## src/rtl/replica_pkg.sv

```systemverilog
// replica_pkg: shared sizing constants and data types for the distance-table
// datapath. city_num_log sizes row/column counters (31 cities + 1 fits in 5
// bits). distance_data_t is one distance-matrix element.
package replica_pkg;

  localparam int city_num_log = 5;

  typedef logic [15:0] distance_data_t;

endpackage : replica_pkg

```

## src/rtl/distance_loader_if.sv

```systemverilog
// distance_loader_if: bundles the matrix input stream (s_valid/s_ready/s_data)
// and the distance-table write port (distance_write/_w_addr/_w_data).
// The slave modport is the loader's side; the master modport is the side that
// sources the stream and observes the writes.
interface distance_loader_if #(
  parameter int CITY_W = replica_pkg::city_num_log
);

  logic                        s_valid;
  logic                        s_ready;
  replica_pkg::distance_data_t s_data;

  logic                        distance_write;
  logic [2*CITY_W-1:0]         distance_w_addr;
  replica_pkg::distance_data_t distance_w_data;

  modport slave (
    input  s_valid,
    input  s_data,
    output s_ready,
    output distance_write,
    output distance_w_addr,
    output distance_w_data
  );

  modport master (
    output s_valid,
    output s_data,
    input  s_ready,
    input  distance_write,
    input  distance_w_addr,
    input  distance_w_data
  );

endinterface : distance_loader_if

```

## src/rtl/distance_loader.sv

```systemverilog
// distance_loader: consumes a row-major N x N distance matrix as a valid/ready
// stream and forwards only the strict lower triangle (column < row) to the
// distance-table write port with a linearly incrementing address.
// Diagonal and upper-triangle beats are accepted and dropped.
//
// Optional feature macro: DISTANCE_LOADER_DIAG_CHECK_EN
//   defined   -> diag_err latches when a diagonal beat carries non-zero data
//   undefined -> diag_err is tied low and no comparator exists
module distance_loader #(
  parameter int NCITY  = 31,
  parameter int CITY_W = replica_pkg::city_num_log
) (
  input  logic              clk,
  input  logic              reset,
  input  logic              start,
  input  logic [CITY_W-1:0] size,
  input  logic              abort,
  distance_loader_if.slave  bus,
  output logic              busy,
  output logic              done,
  output logic              diag_err
);

  import replica_pkg::*;

  typedef enum logic [1:0] {
    IDLE,
    LOAD,
    DONE
  } state_t;

  localparam logic [CITY_W-1:0]   N_MAX = CITY_W'(NCITY);
  localparam logic [CITY_W-1:0]   ONE_C = CITY_W'(1);
  localparam logic [2*CITY_W-1:0] ONE_A = (2*CITY_W)'(1);

  state_t              state;
  logic [CITY_W-1:0]   last_q;     // N-1, index of the last row/column
  logic [CITY_W-1:0]   i_q;        // row counter
  logic [CITY_W-1:0]   j_q;        // column counter
  logic [2*CITY_W-1:0] wa_q;       // next write address
  logic [2*CITY_W-1:0] addr_q;
  distance_data_t      data_q;
  logic                s_ready_q;
  logic                wr_q;
  logic                busy_q;
  logic                done_q;

  logic                accept;
  logic [CITY_W-1:0]   size_lim;

  // s_ready is only ever high in LOAD, so it doubles as the LOAD qualifier.
  assign accept   = s_ready_q & bus.s_valid;
  // A size beyond the table capacity is clamped so addresses never overflow.
  assign size_lim = (size > N_MAX) ? N_MAX : size;

  // Load sequencer: state, counters and all registered outputs.
  always_ff @(posedge clk or negedge reset) begin
    // NOTE: every register here, including the address/data holding
    // registers, has a defined reset value because the downstream table
    // observes these outputs directly; state uses <= so all updates in this
    // block see the pre-edge values regardless of statement order.
    if (!reset) begin
      state     <= IDLE;
      last_q    <= '0;
      i_q       <= '0;
      j_q       <= '0;
      wa_q      <= '0;
      addr_q    <= '0;
      data_q    <= '0;
      s_ready_q <= 1'b0;
      wr_q      <= 1'b0;
      busy_q    <= 1'b0;
      done_q    <= 1'b0;
    end else begin
      // Strobes are single-cycle; address/data simply hold.
      wr_q   <= 1'b0;
      done_q <= 1'b0;

      if (abort) begin
        // abort beats start and any beat offered this cycle.
        state     <= IDLE;
        i_q       <= '0;
        j_q       <= '0;
        wa_q      <= '0;
        s_ready_q <= 1'b0;
        busy_q    <= 1'b0;
      end else begin
        unique case (state)
          IDLE: begin
            if (start) begin
              i_q    <= '0;
              j_q    <= '0;
              wa_q   <= '0;
              last_q <= size_lim - ONE_C;
              if (size >= CITY_W'(2)) begin
                state     <= LOAD;
                s_ready_q <= 1'b1;
                busy_q    <= 1'b1;
              end else begin
                // Nothing to load: report completion straight away.
                state  <= DONE;
                done_q <= 1'b1;
              end
            end
          end

          LOAD: begin
            if (accept) begin
              if (j_q < i_q) begin
                wr_q   <= 1'b1;
                addr_q <= wa_q;
                data_q <= bus.s_data;
                wa_q   <= wa_q + ONE_A;
              end
              if (j_q == last_q) begin
                j_q <= '0;
                if (i_q == last_q) begin
                  // (N-1, N-1) is always the final beat.
                  state     <= DONE;
                  s_ready_q <= 1'b0;
                  busy_q    <= 1'b0;
                  done_q    <= 1'b1;
                end else begin
                  i_q <= i_q + ONE_C;
                end
              end else begin
                j_q <= j_q + ONE_C;
              end
            end
          end

          DONE: begin
            state <= IDLE;
          end

          default: begin
            state <= IDLE;
          end
        endcase
      end
    end
  end

`ifdef DISTANCE_LOADER_DIAG_CHECK_EN
  logic diag_q;

  // Sticky diagonal check: set by a non-zero diagonal beat, cleared by the
  // next accepted start.
  always_ff @(posedge clk or negedge reset) begin
    if (!reset) begin
      diag_q <= 1'b0;
    end else if (!abort && state == IDLE && start) begin
      diag_q <= 1'b0;
    end else if (!abort && accept && i_q == j_q && bus.s_data != '0) begin
      diag_q <= 1'b1;
    end
  end

  assign diag_err = diag_q;
`else
  assign diag_err = 1'b0;
`endif

  assign bus.s_ready         = s_ready_q;
  assign bus.distance_write  = wr_q;
  assign bus.distance_w_addr = addr_q;
  assign bus.distance_w_data = data_q;
  assign busy                = busy_q;
  assign done                = done_q;

endmodule : distance_loader

```

## src/flat_wrapper.sv

```systemverilog
// flat-port wrapper written by rule: the top's interface ports become plain ports
module distance_loader_flat import replica_pkg::*;
#(
  parameter int NCITY  = 31,
  parameter int CITY_W = replica_pkg::city_num_log
)
  (clk, reset, start, size, abort, busy, done, diag_err, bus_s_valid, bus_s_data, bus_s_ready, bus_distance_write, bus_distance_w_addr, bus_distance_w_data);
  distance_loader_if #(.CITY_W(CITY_W)) bus_i ();
  input  logic clk;
  input  logic reset;
  input  logic start;
  input  logic [CITY_W-1:0] size;
  input  logic abort;
  output logic busy;
  output logic done;
  output logic diag_err;
  input wire logic [$bits(bus_i.s_valid)-1:0] bus_s_valid;
  input wire logic [$bits(bus_i.s_data)-1:0] bus_s_data;
  output wire logic [$bits(bus_i.s_ready)-1:0] bus_s_ready;
  output wire logic [$bits(bus_i.distance_write)-1:0] bus_distance_write;
  output wire logic [$bits(bus_i.distance_w_addr)-1:0] bus_distance_w_addr;
  output wire logic [$bits(bus_i.distance_w_data)-1:0] bus_distance_w_data;
  assign bus_i.s_valid = bus_s_valid;
  assign bus_i.s_data = bus_s_data;
  assign bus_s_ready = bus_i.s_ready;
  assign bus_distance_write = bus_i.distance_write;
  assign bus_distance_w_addr = bus_i.distance_w_addr;
  assign bus_distance_w_data = bus_i.distance_w_data;
  distance_loader #(.NCITY(NCITY), .CITY_W(CITY_W)) u_core (.clk(clk), .reset(reset), .start(start), .size(size), .abort(abort), .bus(bus_i), .busy(busy), .done(done), .diag_err(diag_err));
endmodule
```

## config.mk

```make
export PLATFORM = sky130hd
export DESIGN_NAME = distance_loader_flat
export DESIGN_NICKNAME = d
export VERILOG_FILES = /design/src/rtl/replica_pkg.sv /design/src/rtl/distance_loader_if.sv /design/src/rtl/distance_loader.sv /design/src/flat_wrapper.sv
export SDC_FILE = /design/constraint.sdc
export NUM_CORES = 1
export LEC_CHECK = 0
export BUFFER_PORTS_ARGS = -buffer_cell sky130_fd_sc_hd__clkbuf_2
export CAP_MARGIN = 20
export CELL_PAD_IN_SITES_DETAIL_PLACEMENT = 2
export CELL_PAD_IN_SITES_GLOBAL_PLACEMENT = 2
export CORE_UTILIZATION = 31
export CTS_CLUSTER_DIAMETER = 150
export DETAILED_ROUTE_END_ITERATION = 8
export GPL_TIMING_DRIVEN = 0
export PLACE_DENSITY_LB_ADDON = 0.15
export SLEW_MARGIN = 20
export SYNTH_ARGS = -nofsm -noshare
export SYNTH_HDL_FRONTEND = slang
export SYNTH_SLANG_ARGS = --single-unit
export TNS_END_PERCENT = 20
```

## constraint.sdc

```tcl
create_clock -name clk -period 1.95 [get_ports clk]
set_clock_uncertainty 0.05 [all_clocks]
set_input_delay 0.0975 -clock clk [delete_from_list [all_inputs] [get_ports clk]]
set_output_delay 0.0975 -clock clk [all_outputs]
set_load 0.01 [all_outputs]
```

* Word-level counts from Yosys, hierarchy flattened
Index checks and enable logic that the tools add are counted.
** Storage, ports and cells
- Flip-flop bits (word level) :: 56
- Input port bits :: 26
- Output and inout bits :: 31
- Logic and storage cells :: 79
** Operators by class
- Add/sub/neg operators :: 4
- $lt $le $gt $ge :: 3
- Equality and inequality tests :: 10
- Mux-type cells :: 41
- Bitwise operators :: 2
- Reductions and logical operators :: 9
** Operator list (number)
- $mux W5 :: 9
- $mux W10 :: 4
- $pmux W10 S2 :: 1
- $pmux W5 S2 :: 2
- $mux W1 :: 16
- $ne A3 B2 Y1 const B :: 5
- $mux W2 :: 6
- $reduce_and A4 Y1 :: 3
- $add A10 B1 Y10 const B :: 1
- $add A5 B1 Y5 const B :: 2
- $eq A5 B5 Y1 :: 2
- $ne A3 B3 Y1 const B :: 2
- $reduce_and A3 Y1 :: 2
- $reduce_and A6 Y1 :: 1
- $ge A5 B2 Y1 const B :: 1
- $gt A5 B5 Y1 const B :: 1
- $lt A5 B5 Y1 :: 1
- $reduce_and A5 Y1 :: 1
- $sub A5 B1 Y5 const B :: 1
- $pmux W1 S2 :: 2
- $pmux W2 S2 :: 1
- $reduce_bool A3 Y1 :: 1
- $eq A2 B1 Y1 const B :: 1
- $logic_not A2 Y1 :: 1
- other kinds (2) :: 2

* Longest topological paths before layout
- Depth in word-level cells :: 6
- Depth in mapped cells :: 9
- Gate-level depth less buffers :: 7

* Worst setup path before layout
No wires, ideal clock.
- Kind :: flip-flop to flip-flop
- Start point :: register u_core.i_q[2]
- End point :: register u_core.data_q[4], in the netlist u_core.bus.distance_w_data[4]
- Setup time :: 0.125 ns
- Arrival time :: 1.855 ns
- Path slack :: -0.080 ns
- Cell stages (with the launch flop) :: 9
- Buffers on the path :: 2
- Path through :: dfrtp_1 -> inv_1 -> ha_1 -> a21o_1 -> a31oi_1 -> o211ai_2 -> buf_6 -> buf_6 -> mux2_4
** On the way
- Longest elaborated chain between the ends :: 2
** Ends and longest elaborated chain
- start, declared :: RTL line distance_loader.sv:38 : logic [CITY_W-1:0] i_q;
- start signal, assigned :: RTL line distance_loader.sv:124 : i_q <= i_q + ONE_C;
- $lt A5 B5 Y1 :: RTL line distance_loader.sv:109 : if (j_q < i_q) begin
- $reduce_and A4 Y1 (no source line)
- end signal, assigned :: RTL line distance_loader.sv:112 : data_q <= bus.s_data;
- end, declared :: RTL line distance_loader.sv:42 : distance_data_t data_q;
Every way passes these cells.
A chain may end at the register's enable or synchronous reset.

* Worst setup path after layout
- Start point :: register u_core.i_q[2]
- End point :: register u_core.data_q[7], in the netlist u_core.bus.distance_w_data[7]
The elaborated chain is that of the path after synthesis.

==> out/metrics.csv <==
stage;metric;value;unit
placement;HPWL after DPL;5520;um
final_layout;Nets;389;
logic_synthesis;flops & latches, synth;56;
global_routing;largest net degree at the start of global routing;41;
sta;Final Hold Viols;0;
logic_synthesis;Main synth FF type;dfrtp_1;
sta;relative slew slack;48.3;%
floorplan;Core Area;8810;um2
setup_path;reg-to-reg slack, setup;-0.04;ns
logic_synthesis;number of synthesized flops with an enable pin;0;
final_layout;number of diodes;0;
logic_synthesis;post-synthesis sequential area ratio;49.4;%
cts;CTS tree;done;
power;switching power;823;uW
floorplan;Initial Util;32.2;%
sta;Slew Viols, Final;0;
detailed_routing;# DRC;8;
power;sequential share of power;50.3;%
run;max-capacitance violation count;0;
detailed_routing;met2 WL;4240;um
cts;total CTS buffers;5;
cts;CTS Buffer Depth;2;
cts;H-tree depth;2;
logic_synthesis;asr flop ratio synth;100;%
sta;unrepaired setup endpoints after global routing;true;
setup_path;Critical R2R Launch;u_core.i_q[2];
setup_path;Worst EP required;2.11;ns
placement;port bufs;55;
logic_synthesis;Syn. warnings;0;
logic_synthesis;Gate Count Post-Synth;262;
detailed_routing;routed length on met1;3440;um
global_routing;GRT Overall Usage;17.9;%
setup_path;CP startpoint kind;register;
setup_path;Crit. Startpoint;u_core.i_q[2];
sta;setup TNS;-0.205;ns
global_routing;vias in the first global route;2577;
power;Sw Share;30.2;%
final_layout;share of post-route cells with drive strength above 1;37.4;%
cts;Clock Pin Slew Worst Setup and Hold Paths;0.10;ns
global_routing;initial antenna violation count;0;
global_routing;first-pass GRT wire length;13300;um
logic_synthesis;synth cell count leaders;56 x dfrtp_1, 19 x mux2_2, 19 x nand2_1;
logic_synthesis;most area-consuming cells after synthesis;dfrtp_1 49%, mux2_2 7.5%, ha_1 3.5%, mux2_4 3.2%, nand2_1 2.5%;
floorplan;die height;97.7;um
sta;final hold slack;0.0526;ns
setup_path;Worst Path Max Fanout;9;
detailed_routing;Post-DRT Antenna Nets;0;
status;outcome;finished with violations;
detailed_routing;DR WL met3;177;um
sta;Least-Margin Pin Slew;0.768;ns
setup_path;crit-path cells;inv_2, ha_4, a21o_1, a31oi_4, o211ai_2, buf_6, buf_12, mux2_4;
power;clock share of power;25.4;%
final_layout;area grow syn2layout;32.5;%
floorplan;IO Count;57;
detailed_routing;first-pass iteration count of the detailed router;6;
status;failing checks;DRC, setup timing;
power;P_int;1.91;mW
logic_synthesis;synthesized cell area;2840;um2
cts;clock sinks;56;
logic_synthesis;Avg Cell Area, Syn;10.8;um2
power;Design Power;2.73;mW
global_routing;gr ovfl total;0;
detailed_routing;WL per Instance;17.3;um
setup_path;CP Capture Type;register;
detailed_routing;final WL;8030;um
power;PD cells;726;nW/um2
cts;clk_lat worst skew;0.32;ns
detailed_routing;drt first-iter violations;71;
floorplan;Die X;97.7;um
detailed_routing;DR vias/cell;5.22;
logic_synthesis;Synth cell types;51;
logic_synthesis;Synth top area share;49.4;%
sta;final setup vio count;10;
sta;fin crit share;102;%
sta;fin crit period;1.99;ns
logic_synthesis;most instantiated library cell after synthesis;dfrtp_1;
setup_path;worst setup path category;register to register;
power;worst vdd ir;0.000298;V
sta;post-route setup slack;-0.0357;ns
cts;Clock Tree Root;clkbuf_8;
power;Pleak;1.81;nW
logic_synthesis;Synthesized Nets;296;
logic_synthesis;post-synth top area cell;dfrtp_1;
floorplan;row count;34;
power;Combinational Power Share;24.4;%
setup_path;WP data arrival;2.15;ns
detailed_routing;Vias;2424;
min_path;Hold Crit Start;size[3];
min_path;worst hold path class;primary input to register;
placement;GPL Wtd Cong;0.738;
floorplan;die area;9540;um2
setup_path;Critical-path top delay cell;dfrtp_1;
detailed_routing;highest metal used;met4;
setup_path;crit-path max cell delay;0.41;ns
sta;fmax;504;MHz
## final timing paths
kind / depth (start not counted) / to
hold reg to reg: 1 / u_core.wa_q[6]
max in group asynchronous: 3 / u_core.j_q[4]
setup / recovery: 8 / u_core.bus.distance_w_data[7]
hold / removal: 3 / u_core.last_q[3]
setup reg to reg: 8 / u_core.bus.distance_w_data[7]
min in group asynchronous: 2 / u_core.bus.distance_w_data[8]
## metrics by stage
stage	area [um2]	utilization (%)	std cells	worst slack [ns]
after floorplan	2860	-	262	0.0100
after global placement	3270	37.2	425	-0.239
after detailed placement	3300	37.4	426	-0.283
after CTS	3700	42.0	461	-0.0257
after global routing	3760	42.7	464	-0.102
final	3760	42.7	464	-0.0357
## worst max-delay path, delay by kind of cell (launching register included)
| family | cells | cell delay (ns) |
|---|---|---|
| muxes | 1 | 0.29 |
| buffers and inverters | 3 | 0.39 |
| DFF | 1 | 0.41 |
| AOI/OAI and AO/OA | 3 | 0.53 |
| adders and majority gates | 1 | 0.20 |
## power groups by stage
stage / Sequential (mW) / Clock, mW / Combinational [mW]
after CTS: 1.38 / 0.737 / 0.652
final: 1.37 / 0.692 / 0.665
after global routing: 1.40 / 0.780 / 0.723
after detailed placement: 1.40 / 0 / 0.561
after global placement: 1.39 / 0 / 0.542
after floorplan: 1.42 / 0 / 0.301
## metal layers
layer	up-vias	GRT usage (%)
met5	-	0
met4	0	7.11
met3	12	3.02
met2	33	31.5
met1	1243	21.7
li1	1136	-
## registers in the layout (all words and copies together), names as in the netlist
name                        count
u_core.state                    2
u_core.done                     1
u_core.bus.s_ready              1
u_core.bus.distance_w_data     16
u_core.bus.distance_w_addr     10
u_core.j_q                      5
u_core.wa_q                    10
u_core.bus.distance_write       1
u_core.last_q                   5
u_core.i_q                      5
## layout by cell type (no fill, tap or decap), drive strengths merged, types with 2 or more instances in the layout
cell type / synthesis / routed
o311ai: 3 / 3
clkbuf: 4 / 65
xnor2: 7 / 7
a22o: 3 / 3
ha: 8 / 8
xor2: 6 / 6
o21ai: 13 / 13
dfrtp: 56 / 56
nor3b: 3 / 3
clkinvlp: 0 / 2
o211ai: 5 / 5
nand2: 19 / 19
or2: 3 / 3
a32oi: 2 / 2
nand2b: 2 / 2
inv: 10 / 10
a21oi: 14 / 14
a21o: 3 / 3
dlygate4sd3: 0 / 19
nor2: 14 / 14
and3: 4 / 4
a41oi: 2 / 2
nand4: 5 / 5
buf: 8 / 20
mux2: 25 / 25
nor3: 8 / 8
nand3: 8 / 8
a31oi: 5 / 5
and2: 5 / 5
## final cells by class
cell class,instances,area (um2)
clock buffers,6,82.6
clock inverters,2,15.0
plain buffers,12,95.1
well taps,108,135
fillers,935,5050
multi-input cells,184,1390
repair buffers,86,599
inverters,10,37.5
flip-flops and latches,56,1410
## what timing repair did
action,in CTS,in global routing
endpoints found under the hold margin,74,0
buffers inserted,8,3
pin swaps,6,6
resized for setup,13,13
setup endpoints to repair,39,44
hold buffers,19,0
## cells by family after synthesis
kind of cell,Yosys count,share of synthesized area [%]
compound gates,62,14.8
xor+xnor,13,4.01
fa+ha+maj,8,3.53
buf+inv,22,3.97
flops,56,49.4
mux,25,10.7
other cells,1,0.132
simple gates,75,13.4
Note: power is estimated with default switching activity, not from simulation.
